`src/rtl/lpif_tx_fifo.sv`:
```
// LPIF transmit FIFO: buffers link-layer beats toward the PHY and checks
// TLP/DLLP framing on every accepted beat.
module lpif_tx_fifo #(
  parameter  int LPIF_BUS_WIDTH = 32,
  parameter  int DEPTH          = 4,
  localparam int NB             = LPIF_BUS_WIDTH / 8,
  localparam int AW             = $clog2(DEPTH) + 1
) (
  input  logic                      lclk,
  input  logic                      reset,
  input  logic                      lp_irdy,
  input  logic [LPIF_BUS_WIDTH-1:0] lp_data,
  input  logic [NB-1:0]             lp_valid,
  input  logic [NB-1:0]             lp_tlp_start,
  input  logic [NB-1:0]             lp_tlp_end,
  input  logic [NB-1:0]             lp_dllp_start,
  input  logic [NB-1:0]             lp_dllp_end,
  input  logic [NB-1:0]             lp_tlpedb,
  output logic                      pl_trdy,
  input  logic [3:0]                pl_state_sts,
  input  logic                      lp_force_detect,
  output logic                      tx_valid,
  input  logic                      tx_ready,
  output logic [LPIF_BUS_WIDTH-1:0] tx_data,
  output logic [NB-1:0]             tx_byte_valid,
  output logic [NB-1:0]             tx_tlp_start,
  output logic [NB-1:0]             tx_tlp_end,
  output logic [NB-1:0]             tx_dllp_start,
  output logic [NB-1:0]             tx_dllp_end,
  output logic [NB-1:0]             tx_tlpedb,
  output logic [AW-1:0]             fill_level,
  output logic                      frame_err,
  output logic [7:0]                err_count
);

  localparam int PW = AW - 1;
  localparam int LW = (NB > 1) ? $clog2(NB) : 1;
  localparam int EW = LPIF_BUS_WIDTH + 6 * NB;

  typedef enum logic [1:0] {
    IDLE    = 2'd0,
    IN_TLP  = 2'd1,
    IN_DLLP = 2'd2
  } state_t;

  function automatic logic multi_hot(input logic [NB-1:0] v);
    return (v & (v - NB'(1))) != '0;
  endfunction

  // Lowest set lane; only meaningful once multi_hot has been ruled out.
  function automatic logic [LW-1:0] lane_idx(input logic [NB-1:0] v);
    logic [LW-1:0] idx;
    idx = '0;
    for (int i = NB - 1; i >= 0; i--) begin
      if (v[i]) idx = LW'(i);
    end
    return idx;
  endfunction

  logic [EW-1:0] mem [DEPTH];
  logic [PW-1:0] wr_ptr_reg;
  logic [PW-1:0] rd_ptr_reg;
  logic [AW-1:0] count_reg;
  state_t        state_reg;
  state_t        state_next;
  logic          frame_err_reg;
  logic [7:0]    err_count_reg;

  logic active;
  logic flush;
  logic push;
  logic pop;

  assign active   = (pl_state_sts == 4'h1);
  assign flush    = lp_force_detect;
  assign pl_trdy  = ~reset & active & ~flush & (count_reg < AW'(DEPTH));
  assign tx_valid = ~reset & active & ~flush & (count_reg != '0);
  assign push     = lp_irdy & pl_trdy;
  assign pop      = tx_valid & tx_ready;

  // Head is read straight from the array so a popped pointer shows the next
  // entry without a bubble; tx_valid only rises a cycle after the write.
  assign {tx_data, tx_byte_valid, tx_tlp_start, tx_tlp_end,
          tx_dllp_start, tx_dllp_end, tx_tlpedb} = tx_valid ? mem[rd_ptr_reg] : '0;

  assign fill_level = reset ? '0 : count_reg;
  assign frame_err  = ~reset & frame_err_reg;
  assign err_count  = reset ? 8'd0 : err_count_reg;

  always_ff @(posedge lclk) begin
    if (push) begin
      mem[wr_ptr_reg] <= {lp_data, lp_valid, lp_tlp_start, lp_tlp_end,
                          lp_dllp_start, lp_dllp_end, lp_tlpedb};
    end
  end

  logic          ts_any, te_any, ds_any, de_any, edb_any;
  logic [LW-1:0] ts_idx, te_idx, ds_idx, de_idx;
  logic [LW-1:0] start_idx;
  logic          open_end_any;
  logic [LW-1:0] open_end_idx;
  logic          err_multi, err_lane, err_empty, err_edb, err_mix;
  logic          err_start, err_end_tlp, err_end_dllp;
  logic          beat_err;

  assign ts_any  = |lp_tlp_start;
  assign te_any  = |lp_tlp_end;
  assign ds_any  = |lp_dllp_start;
  assign de_any  = |lp_dllp_end;
  assign edb_any = |lp_tlpedb;
  assign ts_idx  = lane_idx(lp_tlp_start);
  assign te_idx  = lane_idx(lp_tlp_end);
  assign ds_idx  = lane_idx(lp_dllp_start);
  assign de_idx  = lane_idx(lp_dllp_end);

  assign start_idx    = ts_any ? ts_idx : ds_idx;
  assign open_end_any = (state_reg == IN_TLP) ? te_any : de_any;
  assign open_end_idx = (state_reg == IN_TLP) ? te_idx : de_idx;

  assign err_multi = multi_hot(lp_tlp_start) | multi_hot(lp_tlp_end) |
                     multi_hot(lp_dllp_start) | multi_hot(lp_dllp_end);
  assign err_lane  = |((lp_tlp_start | lp_tlp_end | lp_dllp_start |
                        lp_dllp_end | lp_tlpedb) & ~lp_valid);
  assign err_empty = (lp_valid == '0);
  assign err_edb   = |(lp_tlpedb & ~lp_tlp_end);
  assign err_mix   = (ts_any | te_any | edb_any) & (ds_any | de_any);

  // A new start inside an open packet is legal only after that packet's end.
  assign err_start = (state_reg != IDLE) & (ts_any | ds_any) &
                     ~(open_end_any & (open_end_idx < start_idx));
  assign err_end_tlp  = te_any & ~((state_reg == IN_TLP) | (ts_any & (ts_idx <= te_idx)));
  assign err_end_dllp = de_any & ~((state_reg == IN_DLLP) | (ds_any & (ds_idx <= de_idx)));

  assign beat_err = err_multi | err_lane | err_empty | err_edb | err_mix |
                    err_start | err_end_tlp | err_end_dllp;

  always_comb begin
    state_next = state_reg;
    case (state_reg)
      IDLE: begin
        if (ts_any)
          state_next = (te_any && te_idx >= ts_idx) ? IDLE : IN_TLP;
        else if (ds_any)
          state_next = (de_any && de_idx >= ds_idx) ? IDLE : IN_DLLP;
      end
      IN_TLP: begin
        if (te_any)
          state_next = (ts_any && ts_idx > te_idx) ? IN_TLP :
                       (ds_any && ds_idx > te_idx) ? IN_DLLP : IDLE;
      end
      IN_DLLP: begin
        if (de_any)
          state_next = (ds_any && ds_idx > de_idx) ? IN_DLLP :
                       (ts_any && ts_idx > de_idx) ? IN_TLP : IDLE;
      end
      default: state_next = IDLE;
    endcase
  end

  always_ff @(posedge lclk) begin
    if (reset) begin
      wr_ptr_reg    <= '0;
      rd_ptr_reg    <= '0;
      count_reg     <= '0;
      state_reg     <= IDLE;
      frame_err_reg <= 1'b0;
      err_count_reg <= 8'd0;
    end else if (flush) begin
      // Error history survives a flush; everything else restarts.
      wr_ptr_reg    <= '0;
      rd_ptr_reg    <= '0;
      count_reg     <= '0;
      state_reg     <= IDLE;
      frame_err_reg <= 1'b0;
    end else begin
      if (push) wr_ptr_reg <= wr_ptr_reg + PW'(1);
      if (pop)  rd_ptr_reg <= rd_ptr_reg + PW'(1);
      case ({push, pop})
        2'b10:   count_reg <= count_reg + AW'(1);
        2'b01:   count_reg <= count_reg - AW'(1);
        default: count_reg <= count_reg;
      endcase
      frame_err_reg <= push & beat_err;
      if (push) begin
        state_reg <= beat_err ? IDLE : state_next;
        if (beat_err && err_count_reg != 8'hFF)
          err_count_reg <= err_count_reg + 8'd1;
      end
    end
  end

endmodule
```
`config.mk`:
```
export PLATFORM = sky130hd
export DESIGN_NAME = lpif_tx_fifo
export DESIGN_NICKNAME = d
export VERILOG_FILES = /design/src/rtl/lpif_tx_fifo.sv
export SDC_FILE = /design/constraint.sdc
export NUM_CORES = 1
export LEC_CHECK = 0
export CAP_MARGIN = 20
export CORE_UTILIZATION = 55
export CTS_CLUSTER_SIZE = 12
export DETAILED_ROUTE_END_ITERATION = 8
export PLACE_DENSITY = 0.91
export SYNTH_ARGS = -nofsm -noshare
export SYNTH_HDL_FRONTEND = slang
export SYNTH_SLANG_ARGS = --single-unit
```
`constraint.sdc`:
```
create_clock -name lclk -period 4.1 [get_ports lclk]
set_input_delay 1.025 -clock lclk [delete_from_list [all_inputs] [get_ports lclk]]
set_output_delay 1.025 -clock lclk [all_outputs]
set_load 0.05 [all_outputs]
```
==> out/metrics.yaml, run 1 <==
outcome: "finished, violations left"
violations: "design-rule violations"
core_um2: 18100
stdcell_count: 1013
fmax_ghz: 0.257
end_kind: "output pin"
numCtsBuffers: 26
synthAdderAreaFrac_pct: 2.13
wl_mm: 22.5
syn_nets: 670
maxSlewViolCount: 0
cts_setup_buffers: 0
synth_top_family_by_area: "multiplexers"
ys_seq_area_share_pct: 69.6
via_count: 5976
cts_root_buf: "clkbuf_16"
dieArea_um2: 19200
drive_gt1_share_pct: 27.2
synth-simple-area-share_pct: 9.67
netlist-cell-type-count: 60
drtIter0Drc: 482
grt_pass1_wl_mm: 35.4
hpwl_mm: 14.8
ys_top_cells_by_count: "224 x edfxtp_1, 58 x and2_1, 56 x mux4_2"
die_w_um: 138
synth_top_cell_by_area: "edfxtp_1"
finClkSkew_ps: 14.4
numPortBuffers: 134
p_clk_share_pct: 43.0
switching_share_pct: 19.6
drcViolationCount: 25
power_w: 0.00512
synthXorXnorAreaFrac_pct: 0.428
intPower_w: 0.00412
first_pass_iters: 7
vdd_ir_drop_max_uv: 302
ys_seq_elements: 244
combPwrFrac_pct: 3.9
synth-compound-area-share_pct: 3.32
area_delta_synth_final_pct: 32.0
total_leakage_power_nw: 4.49
synth.most_common_cell: "edfxtp_1"
nNetsFinal: 845
die_y_um: 138
viasPerCell: 5.90
track_usage_pct: 24.1
clk_latency_ps: 520
clock-sinks: 244
avgSynthCellArea_um2: 17.4
cp.arrival_ps: 2870
setup_viol: 0
start_util_pct: 56.6
yosys-top-cells-area: "edfxtp_1 66%, mux4_2 12%, dfxtp_1 3.9%, and2_1 3.5%, ha_1 1.8%"
finalCritPeriodShare_pct: 95.1
place.gp.congestion: 0.951
ios: 135
largest_reg_flops: 224
hp-class: "reg -> reg"
antenna_left: 0
ys.warnings.count: 0
fin_tns_setup_ps: 0
finalHoldViolCount: 0
rsz0062_at_grt: "false"
start_kind: "primary input"
gr-total-overflow: 0
crit_fanout: 57
grt_pass1_vias: 6265
synth-edff-count: 224
cts_tree: "built"
critPathKind: "in -> out"
p_sw_w: 0.00100
cp.required_ps: 3070
synthCells: 589
cts_max_level: 1
num_antenna_cells: 0
rows: 49
layout_min_cycle_time_ps: 3900
grt_max_degree: 58
dp.cells: 965
p_per_area_nw_per_um2: 379
seq_power_share_pct: 53.1
synth-async-reset-ratio_pct: 0
yosysTopAreaCellShare_pct: 65.7
wl_per_cell_um: 22.2
timing.hold.ws_ps: 502
path_clk_slew_ps: 50
max_cap_violations: 0
cts_buffer_depth: 3
grt_antenna_before_repair: 0
tightest_slew_ps: 552
synth_area_um2: 10200
muxShareOfSynthArea_pct: 13.3
dominantRegCellSynth: "edfxtp_1"
relSlewSlack_pct: 63.2
layout make-up:
type / count / area [µm²]
sequential: 244 / 7130
fill: 988 / 4570
multi-input combinational: 307 / 2980
timing repair buffer: 170 / 2250
clock buffer: 42 / 741
tap: 229 / 287
clock inverter: 6 / 71.3
inverter: 15 / 56.3
repair_timing:
| item | CTS | global route |
|---|---|---|
| setup endpoints to repair | 0 | 56 |
| hold buffers | 0 | 0 |
| resized for setup | 0 | 1 |
cell usage in the layout, fill, tap and decap left out, drive strengths merged, types with 9 or more instances in the layout:
| master | synthesis | layout |
|---|---|---|
| nor3 | 13 | 13 |
| nor2b | 15 | 15 |
| mux4 | 56 | 56 |
| ha | 15 | 15 |
| nor2 | 31 | 31 |
| inv | 15 | 16 |
| clkdlybuf4s50 | 0 | 68 |
| buf | 7 | 102 |
| nand2 | 12 | 12 |
| o21ai | 11 | 11 |
| nor4 | 9 | 9 |
| dfxtp | 20 | 20 |
| and2 | 58 | 58 |
| a21oi | 15 | 15 |
| edfxtp | 224 | 224 |
| clkbuf | 16 | 42 |
kinds of logic (layout without fill, tap and decap cells):
| family | Yosys count | count (layout) |
|---|---|---|
| compound gates | 51 | 51 |
| simple gates | 169 | 169 |
| xor+xnor | 5 | 5 |
| flops | 244 | 244 |
| buf+inv | 38 | 233 |
| mux | 65 | 65 |
| fa+ha+maj | 17 | 17 |
worst max-delay path, cell delays in order:
cell             delay (ps)
clkdlybuf4s50_1         440
nor4_2                  320
nor4bb_4                350
buf_12                  290
and2_1                  260
buf_12                  160
power groups by stage:
stage          sequential, W  combinational (W)  clock, W
6_report             0.00272           0.000200   0.00220
5_1_grt              0.00271           0.000215   0.00233
4_1_cts              0.00272           0.000198   0.00223
3_5_place_dp         0.00277           0.000196         0
3_3_place_gp         0.00277           0.000190         0
2_1_floorplan        0.00277          0.0000554         0
per-layer routing:
layer	track usage, %	vias to the layer above	wire [µm]
met5	0	-	0
met4	6.33	0	510
met3	3.71	37	1300
met2	44.0	243	12000
met1	30.2	3016	8680
li1	-	2680	-
through the flow:
step                worst slack, ps  utilization, %  instance area [µm²]
global placement               98.4            70.2                12700
detailed placement             12.0            70.2                12700
global route                   57.4            74.7                13500
CTS                            53.2            74.7                13500
floorplan                       196               -                10200
finish                          203            74.7                13500
worst paths after layout:
path	startpoint	endpoint	slack, ps	cells past startpoint
worst max-delay path	reset	tx_tlpedb[1]	200	6
worst min-delay path	wr_ptr_reg[1]	wr_ptr_reg[1]	500	2
worst max register to register	state_reg[0]	err_count_reg[3]	1410	8
worst min register to register	wr_ptr_reg[1]	wr_ptr_reg[1]	500	2
No activity file was read; power rests on OpenSTA's default activity.
==> inputs of run 2 (changes only) <==
- CORE_UTILIZATION: 55 -> 59
- CTS_BUF_LIST: unset -> sky130_fd_sc_hd__clkbuf_4 sky130_fd_sc_hd__clkbuf_8 sky130_fd_sc_hd__clkbuf_16
- HOLD_SLACK_MARGIN: unset -> 0.06
- PLACE_DENSITY: 0.91 -> 0.95
- clock period: 4.1 -> 4.6 ns (I/O delays scaled with it)
==> out/metrics.yaml, run 2 (synthesis results as in run 1) <==
outcome: "completed"
max_cap_violations: 0
track_usage_pct: 26.8
relSlewSlack_pct: 43.7
antenna_left: 0
p_per_area_nw_per_um2: 330
fin_tns_setup_ps: 0
register_area_um2: 7130
gr-total-overflow: 0
numPortBuffers: 134
grt_antenna_before_repair: 0
start_kind: "primary input"
wl_mm: 23.2
hp-class: "reg -> reg"
setup_slack_ps: 299
multiInputGateArea_um2: 2970
finalHoldViolCount: 0
start_util_pct: 61.1
crit_top_cell: "buf_12"
post-place-ws_ps: 106
end_kind: "output pin"
finClkSkew_ps: 8.88
cpPeakStageDelay_ps: 440
clock-sinks: 244
drcViolationCount: 0
crit_fanout: 58
cp_num_buf_inv: 3
rsz0062_at_grt: "false"
die_y_um: 134
rows: 47
cts_setup_buffers: 0
vdd_ir_drop_max_uv: 315
maxSlewViolCount: 0
cts_hold_buf: 0
n_fill_cell: 806
nNetsFinal: 829
cp.arrival_ps: 3150
drtIter0Drc: 665
cts_max_level: 1
whs_endpoint: "wr_ptr_reg[1]"
core_um2: 16800
place.gp.congestion: 1.11
largest_reg_flops: 224
grt_pass1_wl_mm: 35.7
dieArea_um2: 17900
layout_min_cycle_time_ps: 4300
num_antenna_cells: 0
first_pass_iters: 6
total_leakage_power_nw: 4.36
cp_top_family: "simple AND/OR/NAND/NOR gates"
r2r_start: "state_reg[0]"
grt_pass1_vias: 6526
cp.required_ps: 3450
r2r-end: "err_count_reg[7]"
whs_path_depth: 2
tightest_slew_ps: 844
hpwl_mm: 14.9
critPathKind: "in -> out"
timing.hold.ws_ps: 514
path_cells: "clkdlybuf4s50_1, nor4_1, nor4bb_4, buf_12, and2_1, buf_12"
drive_gt1_share_pct: 25.0
numCtsBuffers: 25
cts_resized: 0
cts_root_buf: "clkbuf_16"
crit_path_top_delay_cell: "clkdlybuf4s50_1"
viasPerCell: 6.28
cts_tree: "built"
setup_viol: 0
r2r_cells: 8
design_area_um2: 13300
path_clk_slew_ps: 60
via_count: 6156
mostFrequentLayoutCell: "edfxtp_1"
grt_max_degree: 59
place_area_um2: 12600
area_delta_synth_final_pct: 30.0
min_from: "wr_ptr_reg[1]"
reg2reg_slack_ps: 1810
wl_per_cell_um: 23.6
ios: 135
final_cell_mix: "224 x edfxtp_1, 76 x clkdlybuf4s50_1, 64 x buf_12, 58 x and2_1, 56 x mux4_2"
die_w_um: 134
finalCritPeriodShare_pct: 93.5
cts_buffer_depth: 3
clk_latency_ps: 500
fmax_ghz: 0.233
run 2: cell count changes in the layout (fill, tap and decap cells not counted), moves of 2 or more:
cell	previous run	this run
buf_4	38	15
clkbuf_1	13	0
clkdlybuf4s50_1	68	76
clkbuf_4	0	7
clkinv_1	1	4
clkbuf_8	3	1
run 2: area by class of cell:
class                   instances  area share [%]
multi-input cells             307            22.3
clock buffers                  33            5.20
clock inverters                 6           0.188
repair buffers                155            16.2
well taps                     220            2.07
flip-flops and latches        244            53.6
inverters                      15           0.423
run 2: layer usage:
layer  vias up  global-route usage (%)  wire length (µm)
li1       2650                       -                 -
met1      3063                    34.5              8640
met2       369                    45.9             12000
met3        74                    5.52              1940
met4         0                    8.14               580
met5         -                       0                 0
run 2: where the power goes:
part	total, W	switching, W	internal [W]	leakage (nW)
Sequential	0.00242	0.000000658	0.00242	2.18
Combinational	0.000176	0.0000951	0.0000804	1.83
Clock	0.00180	0.000757	0.00104	0.362
Total	0.00439	0.000853	0.00354	4.36
run 2: tightest hold or removal path, cell delays in order, from the launching register on:
cell and delay (ps):
dfxtp_1 340, nand2_1 70, a21oi_1 60
run 2: worst max-delay path by stage:
| stage | start | end | depth (start not counted) |
|---|---|---|---|
| after floorplan | reset | tx_data[22] | 4 |
| after global placement | lp_tlp_end[3] | err_count_reg[7] | 11 |
| after detailed placement | lp_dllp_end[2] | err_count_reg[7] | 10 |
| after CTS | reset | tx_data[22] | 6 |
| after global routing | reset | tx_tlpedb[0] | 6 |
| final | reset | tx_tlpedb[0] | 6 |
run 2: per-stage QoR:
step | total power (W) | cells | util [%]
2_1_floorplan | 0.00252 | 589 | -
3_3_place_gp | 0.00262 | 941 | 75.1
3_5_place_dp | 0.00263 | 941 | 75.1
4_1_cts | 0.00441 | 980 | 79.4
5_1_grt | 0.00450 | 980 | 79.4
6_report | 0.00439 | 980 | 79.4
